`config.mk`:
```
export PLATFORM = sky130hd
export DESIGN_NAME = out_port_fifo
export DESIGN_NICKNAME = d
export VERILOG_FILES = /design/src/rtl/out_port_pkg.sv /design/src/rtl/out_fifo_ram.sv /design/src/rtl/out_port_fifo.sv
export SDC_FILE = /design/constraint.sdc
export NUM_CORES = 1
export LEC_CHECK = 0
export ABC_AREA = 1
export BUFFER_PORTS_ARGS = -buffer_cell sky130_fd_sc_hd__clkbuf_2
export CAP_MARGIN = 20
export CORE_MARGIN = 1.5
export CORE_UTILIZATION = 60
export CTS_BUF_LIST = sky130_fd_sc_hd__clkbuf_4
export DETAILED_ROUTE_END_ITERATION = 10
export PLACE_DENSITY = 0.8
export SKIP_LAST_GASP = 1
export SLEW_MARGIN = 20
export SYNTH_ARGS = -nofsm -noshare
export SYNTH_HDL_FRONTEND = slang
export SYNTH_SLANG_ARGS = --single-unit
```
`constraint.sdc`:
```
create_clock -name clk -period 2.3 [get_ports clk]
set_clock_uncertainty 0.2 [all_clocks]
set_input_delay 0.575 -clock clk [delete_from_list [all_inputs] [get_ports clk]]
set_output_delay 0.575 -clock clk [all_outputs]
set_load 0.005 [all_outputs]
```
`src/rtl/out_port_pkg.sv`:
```
`default_nettype none
// ============================================================================
//  Module      : out_port_pkg
//  Description : Shared word type, word width and halt-tracking state type
//                for the core output-port FIFO.
//  Revision    : 1.0 - initial release
// ============================================================================
package out_port_pkg;

    localparam int WORD_W = 16;

    typedef logic [WORD_W-1:0] word_t;

    typedef enum logic {
        RUN    = 1'b0,
        HALTED = 1'b1
    } halt_state_t;

endpackage : out_port_pkg
`default_nettype wire

```
`src/rtl/out_fifo_ram.sv`:
```
`default_nettype none
// ============================================================================
//  Module      : out_fifo_ram
//  Description : DEPTH x word_t storage for the output-port FIFO.
//                Synchronous write, asynchronous (combinational) read, no
//                reset -- the pointers in the parent decide what is valid.
//  Ports       : clk       - system clock, rising edge
//                i_wr_en   - write strobe
//                i_wr_addr - write address
//                i_wr_dat  - write data
//                i_rd_addr - read address
//                o_rd_dat  - read data (combinational from i_rd_addr)
//  Revision    : 1.0 - initial release
// ============================================================================
module out_fifo_ram
    import out_port_pkg::*;
#(
    parameter int DEPTH  = 8,
    parameter int ADDR_W = $clog2(DEPTH)
) (
    input  logic              clk,
    input  logic              i_wr_en,
    input  logic [ADDR_W-1:0] i_wr_addr,
    input  word_t             i_wr_dat,
    input  logic [ADDR_W-1:0] i_rd_addr,
    output word_t             o_rd_dat
);

    word_t r_mem [DEPTH];

    always_ff @(posedge clk) begin
        if (i_wr_en) begin
            r_mem[i_wr_addr] <= i_wr_dat;
        end
    end

    assign o_rd_dat = r_mem[i_rd_addr];

endmodule : out_fifo_ram
`default_nettype wire

```
`src/rtl/out_port_fifo.sv`:
```
`default_nettype none
// ============================================================================
//  Module      : out_port_fifo
//  Description : Buffers words strobed out of the fst core (out_en/out_dat)
//                and drains them to a slower sink over valid/ready. The head
//                entry falls through combinationally from storage. Also
//                tracks core halt so the top level can tell when all program
//                output has been delivered (drained).
//  Config      : OUT_PORT_FIFO_CNT_EN - when defined, adds total_cnt, a
//                16-bit wrapping count of accepted pushes.
//  Ports       : clk        - system clock, rising edge
//                reset      - asynchronous active-low reset
//                out_en     - core output strobe
//                out_dat    - core output word
//                is_halt    - core halt flag
//                dout_valid - head entry available
//                dout_ready - sink accepts head entry
//                dout_dat   - head entry, 0 when empty
//                count      - current occupancy (0..DEPTH)
//                overflow   - sticky, a strobe was dropped while full
//                total_cnt  - accepted-push counter (OUT_PORT_FIFO_CNT_EN)
//                drained    - halt seen and FIFO empty
//  Revision    : 1.0 - initial release
// ============================================================================
module out_port_fifo
    import out_port_pkg::*;
#(
    parameter int DEPTH = 8
) (
    input  logic                     clk,
    input  logic                     reset,
    input  logic                     out_en,
    input  logic [WORD_W-1:0]        out_dat,
    input  logic                     is_halt,
    output logic                     dout_valid,
    input  logic                     dout_ready,
    output logic [WORD_W-1:0]        dout_dat,
    output logic [$clog2(DEPTH):0]   count,
    output logic                     overflow,
`ifdef OUT_PORT_FIFO_CNT_EN
    output logic [15:0]              total_cnt,
`endif
    output logic                     drained
);

    localparam int                  c_addr_w    = $clog2(DEPTH);
    localparam int                  c_cnt_w     = c_addr_w + 1;
    localparam logic [c_cnt_w-1:0]  c_depth_cnt = c_cnt_w'(DEPTH);

    logic [c_addr_w-1:0] r_wr_ptr;
    logic [c_addr_w-1:0] r_rd_ptr;
    logic [c_cnt_w-1:0]  r_count;
    logic                r_overflow;
    halt_state_t         r_state;
    halt_state_t         w_state_nxt;

    logic  w_empty;
    logic  w_full;
    logic  w_push;
    logic  w_pop;
    word_t w_rd_dat;

    assign w_empty = (r_count == '0);
    assign w_full  = (r_count == c_depth_cnt);

    // Pop only when something is there; a push into a full FIFO is allowed
    // when the head leaves in the same cycle, which keeps sustained
    // one-in/one-out throughput at full occupancy.
    assign w_pop  = !w_empty && dout_ready;
    assign w_push = out_en && (!w_full || w_pop);

    out_fifo_ram #(
        .DEPTH  (DEPTH),
        .ADDR_W (c_addr_w)
    ) u_ram (
        .clk       (clk),
        .i_wr_en   (w_push),
        .i_wr_addr (r_wr_ptr),
        .i_wr_dat  (out_dat),
        .i_rd_addr (r_rd_ptr),
        .o_rd_dat  (w_rd_dat)
    );

    // Pointers and occupancy. DEPTH is a power of two, so the natural
    // binary wrap of the pointers is the modulo-DEPTH wrap.
    always_ff @(posedge clk or negedge reset) begin
        if (!reset) begin
            r_wr_ptr <= '0;
            r_rd_ptr <= '0;
            r_count  <= '0;
        end else begin
            if (w_push) begin
                r_wr_ptr <= r_wr_ptr + c_addr_w'(1);
            end
            if (w_pop) begin
                r_rd_ptr <= r_rd_ptr + c_addr_w'(1);
            end
            case ({w_push, w_pop})
                2'b10:   r_count <= r_count + c_cnt_w'(1);
                2'b01:   r_count <= r_count - c_cnt_w'(1);
                default: r_count <= r_count;
            endcase
        end
    end

    // Sticky drop flag: only a strobe that could not be accepted sets it.
    always_ff @(posedge clk or negedge reset) begin
        if (!reset) begin
            r_overflow <= 1'b0;
        end else if (out_en && !w_push) begin
            r_overflow <= 1'b1;
        end
    end

`ifdef OUT_PORT_FIFO_CNT_EN
    logic [15:0] r_total_cnt;

    always_ff @(posedge clk or negedge reset) begin
        if (!reset) begin
            r_total_cnt <= '0;
        end else if (w_push) begin
            r_total_cnt <= r_total_cnt + 16'd1;
        end
    end

    assign total_cnt = r_total_cnt;
`endif

    // Halt tracking: state register
    always_ff @(posedge clk or negedge reset) begin
        if (!reset) begin
            r_state <= RUN;
        end else begin
            r_state <= w_state_nxt;
        end
    end

    // Halt tracking: next state (HALTED is only left by reset)
    always_comb begin
        w_state_nxt = r_state;
        case (r_state)
            RUN:     if (is_halt) w_state_nxt = HALTED;
            HALTED:  w_state_nxt = HALTED;
            default: w_state_nxt = RUN;
        endcase
    end

    // Halt tracking: output
    always_comb begin
        drained = (r_state == HALTED) && w_empty;
    end

    // All outputs derive from registered state only; dout_ready never
    // reaches them combinationally.
    assign dout_valid = !w_empty;
    assign dout_dat   = w_empty ? '0 : w_rd_dat;
    assign count      = r_count;
    assign overflow   = r_overflow;

endmodule : out_port_fifo
`default_nettype wire

```
==> metrics.log <==
INFO  metric outcome = complete, but fails checks
INFO  metric failed_checks = setup timing
INFO  metric p_per_area = ~1300 nW/um^2
INFO  metric startpoint_type = register
INFO  metric timing.hold.worst.class = input port to register
INFO  metric yosys-top-cells-area = edfxtp_1 (67%), nor2_1 (9.0%), o21ai_0 (6.9%), dfrtp_1 (5.2%), o21ai_1 (2.9%)
INFO  metric timing.critical_path.slowest_cell_delay = 0.46 ns
INFO  metric total_power_consumption = 0.00865 W
INFO  metric timing.reg2reg.setup_slack = -0.02 ns
INFO  metric met3WireLength = between 1000 and 1500 um
INFO  metric rsz0062_at_grt = yes
INFO  metric most_repeated_library_cell_on_the_critical_path = nor2_1
INFO  metric tightestPinTransition = around 0.32 ns
INFO  metric grt_util_all_layers = 25.9%
INFO  metric detail_route.wirelength = around 13000 um
INFO  metric worst_skew_pair.late_latency = between 0.5 and 0.6 ns
INFO  metric syn_area_per_cell = around 12 sq um
INFO  metric htreeDepth = 4
INFO  metric placement.io_buffers = 43
INFO  metric post_synth_inst_count = 479
INFO  metric chipHeight = 101 um
INFO  metric share_of_final_layout_standard_cells_stronger_than_drive_strength_1 = a little under a quarter
INFO  metric die_width = ~100 um
INFO  metric initialDrtViolationCount = between 300 and 400
INFO  metric syn-cell-area = 5780 sq um
INFO  metric synth_net_count = ~500
INFO  metric sum_of_buffers_and_inverters_on_the_critical_path = 2
INFO  metric critical_path.slowest_cell = dfrtp_2
INFO  metric worstPathCellList = buf_8 -> nor2_1 -> nor2_1 -> o21ai_0 -> o21ai_1 -> nor2_1 -> nor2_1 -> clkbuf_2
INFO  metric max-vdd-ir-drop = around 750 uV
INFO  metric setup_slack = -0.462 ns
INFO  metric detail_route.wirelength.met1 = between 4000 and 5000 um
INFO  metric flip_flop_and_latch_count_after_synthesis = 140
INFO  metric core-area = 9280 sq um
INFO  metric max_freq = ~0.36 GHz
INFO  metric area_growth = 18.0%
INFO  metric start_util = a little over 60%
INFO  metric stdcell_area = 6820 sq um
INFO  metric cts.clk_slew.worst_paths = roughly 0.13 ns
INFO  metric path_max_fanout = 28
INFO  metric cts_tree = built
INFO  metric netlist.area_leader.share = 66.5%
INFO  metric net_count_final = approximately 600
INFO  metric cellLeakagePower = 2.56 nW
INFO  metric final_hold_viol_count = 0
INFO  metric postPlaceCellArea = 6250 sq um
INFO  metric grt_max_degree = 41
INFO  metric reg2reg_depth = 15
INFO  metric antenna_found_initial = 0
INFO  metric cp-end-kind = output pin
INFO  metric dieArea = around 10000 sq um
INFO  metric min_delay_path_depth = 1
INFO  metric route.detailed.vias_per_inst = around 5.6
INFO  metric crit_arrival = 1.99 ns
INFO  metric setup_viol = 19
INFO  metric detailed_place_hpwl = 7300 um
INFO  metric synth-warning-count = 0
INFO  metric gp_routability_congestion = between 0.8 and 0.9
INFO  metric timing.critical_path.depth = 8
INFO  metric placement.setup.worst_slack = 0.0922 ns
INFO  metric yosysSeqAreaShare = 71.7%
INFO  metric drcViolationCount = 0
INFO  metric timing_worst_setup_path_type = register to output pin
INFO  metric drv_cap = 0
INFO  metric drt_first_pass_iters = 6
INFO  metric n_diodes = 0
INFO  metric grt_first_pass_wirelength = between 15000 and 20000 um
INFO  metric maxUsedRoutingLayer = met4
INFO  metric cts-root-to-sink-buffers = 2
INFO  metric slew_headroom = around four fifths
INFO  metric numClockSinks = 140
INFO  metric final.min_clock_period = 2.76 ns
INFO  metric route.detailed.wl_per_inst = roughly 18 um
INFO  metric cts.root.buffer_cell = clkbuf_4
INFO  metric yosys.area.top_type = edfxtp_1
INFO  metric remaining_antenna_violation_count = 0
INFO  metric globalRoute.totalOverflow = 0
INFO  metric cts_buffers = 17
INFO  metric wl_met2 = roughly 6300 um
INFO  metric placementRows = 35
INFO  metric netlist-cell-type-count = 27
INFO  metric final_max_slew_viol_count = 0
INFO  metric ios = between 40 and 50
INFO  metric critical-path-top-delay-family = flip-flops
INFO  metric vias_in_the_first_global_route = ~3900
INFO  metric layout_worst_path_cycle_share = 120%
INFO  metric critical_path_required = roughly 1.5 ns
INFO  metric dr_total_vias = between 3000 and 4000
repair_timing:
item                       4_1_cts  5_1_grt
setup buffers                    5        3
hold endpoints to repair        13        0
resized for setup               14       10
hold buffers                     2        0
cloned                           1        3
pin swaps                        1        2
setup endpoints to repair       18       18
routing by layer:
layer,vias to the layer above,GRT usage (%)
met1,1868,32.6
met2,201,42.1
met3,40,6.21
met5,-,0
met4,0,14.1
li1,1840,-
logic make-up (layout without fill, tap and decap cells):
kind of cell               Yosys count  after routing  share of synthesized area [%]
and+or+nand+nor                    173            173                           12.5
DFF                                140            140                           71.7
AOI/OAI and AO/OA                  117            117                           10.2
buffers and inverters               39            130                           3.64
adders and majority gates            5              5                           1.21
xor gates and xnor gates             5              5                          0.758
cells in the mapped netlist (all sizes together):
cell type,number
buf,20
xnor2,1
ha,4
dfrtp,12
or2,2
nand2,23
o21ai,114
a21oi,2
edfxtp,128
clkbuf,5
xor2,4
fa,1
o21bai,1
inv,14
nand3,7
nor2,141
report_power, final:
part | switching (W) | internal, W | leakage, nW
Combinational | 0.00212 | 0.00137 | 1.08
Clock | 0.000922 | 0.000885 | 0.183
Sequential | 0.000165 | 0.00319 | 1.30
final timing paths:
kind / start / endpoint
max: r_rd_ptr[0] / dout_dat[5]
min: out_dat[4] / u_ram.r_mem[3][4]
max reg2reg: count[1] / count[3]
min reg2reg: r_state / r_state
max in group asynchronous: reset / count[0]
min in group asynchronous: reset / count[3]
stage by stage:
stage / hold slack [ns] / util [%] / cells / setup TNS, ns
6_report: 0.130 / 73.4 / 699 / -5.62
3_3_place_gp: 0.255 / 67.4 / 653 / 0
2_1_floorplan: 0.0794 / - / 479 / -0.527
3_5_place_dp: 0.254 / 67.4 / 653 / 0
4_1_cts: 0.0888 / 72.3 / 693 / -6.15
5_1_grt: 0.0948 / 73.4 / 699 / -8.28
cell usage in the layout (no fill, tap or decap), types with 2 or more instances in the layout:
cell type / instances
dlygate4sd3_1: 2
inv_4: 2
nand3_1: 6
buf_12: 5
buf_6: 3
dfrtp_1: 8
nor2_4: 3
buf_4: 26
clkbuf_4: 17
clkinv_2: 3
clkinv_4: 2
clkbuf_2: 43
clkbuf_16: 2
bufinv_16: 4
buf_8: 2
nand2_1: 19
edfxtp_1: 128
a21oi_1: 2
ha_1: 4
dfrtp_2: 4
inv_1: 12
o21ai_1: 39
inv_6: 5
nand2_4: 3
nor2_1: 138
xor2_1: 4
o21ai_0: 75
final cells by class:
type                            count  area [sq um]
Tap cell                          129           161
Timing Repair Buffer               84           672
Inverter                           14          57.6
Sequential cell                   140          4150
Fill cell                         604          2470
Clock buffer                       17           128
Multi-Input combinational cell    300          1440
Clock inverter                     15           208
state kept, by name, summed over array words and instances (netlist names):
register and cells:
count 4, r_rd_ptr 3, r_state 1, u_ram.r_mem 128, overflow 1, r_wr_ptr 3
Power figures use the tool's default switching activity.
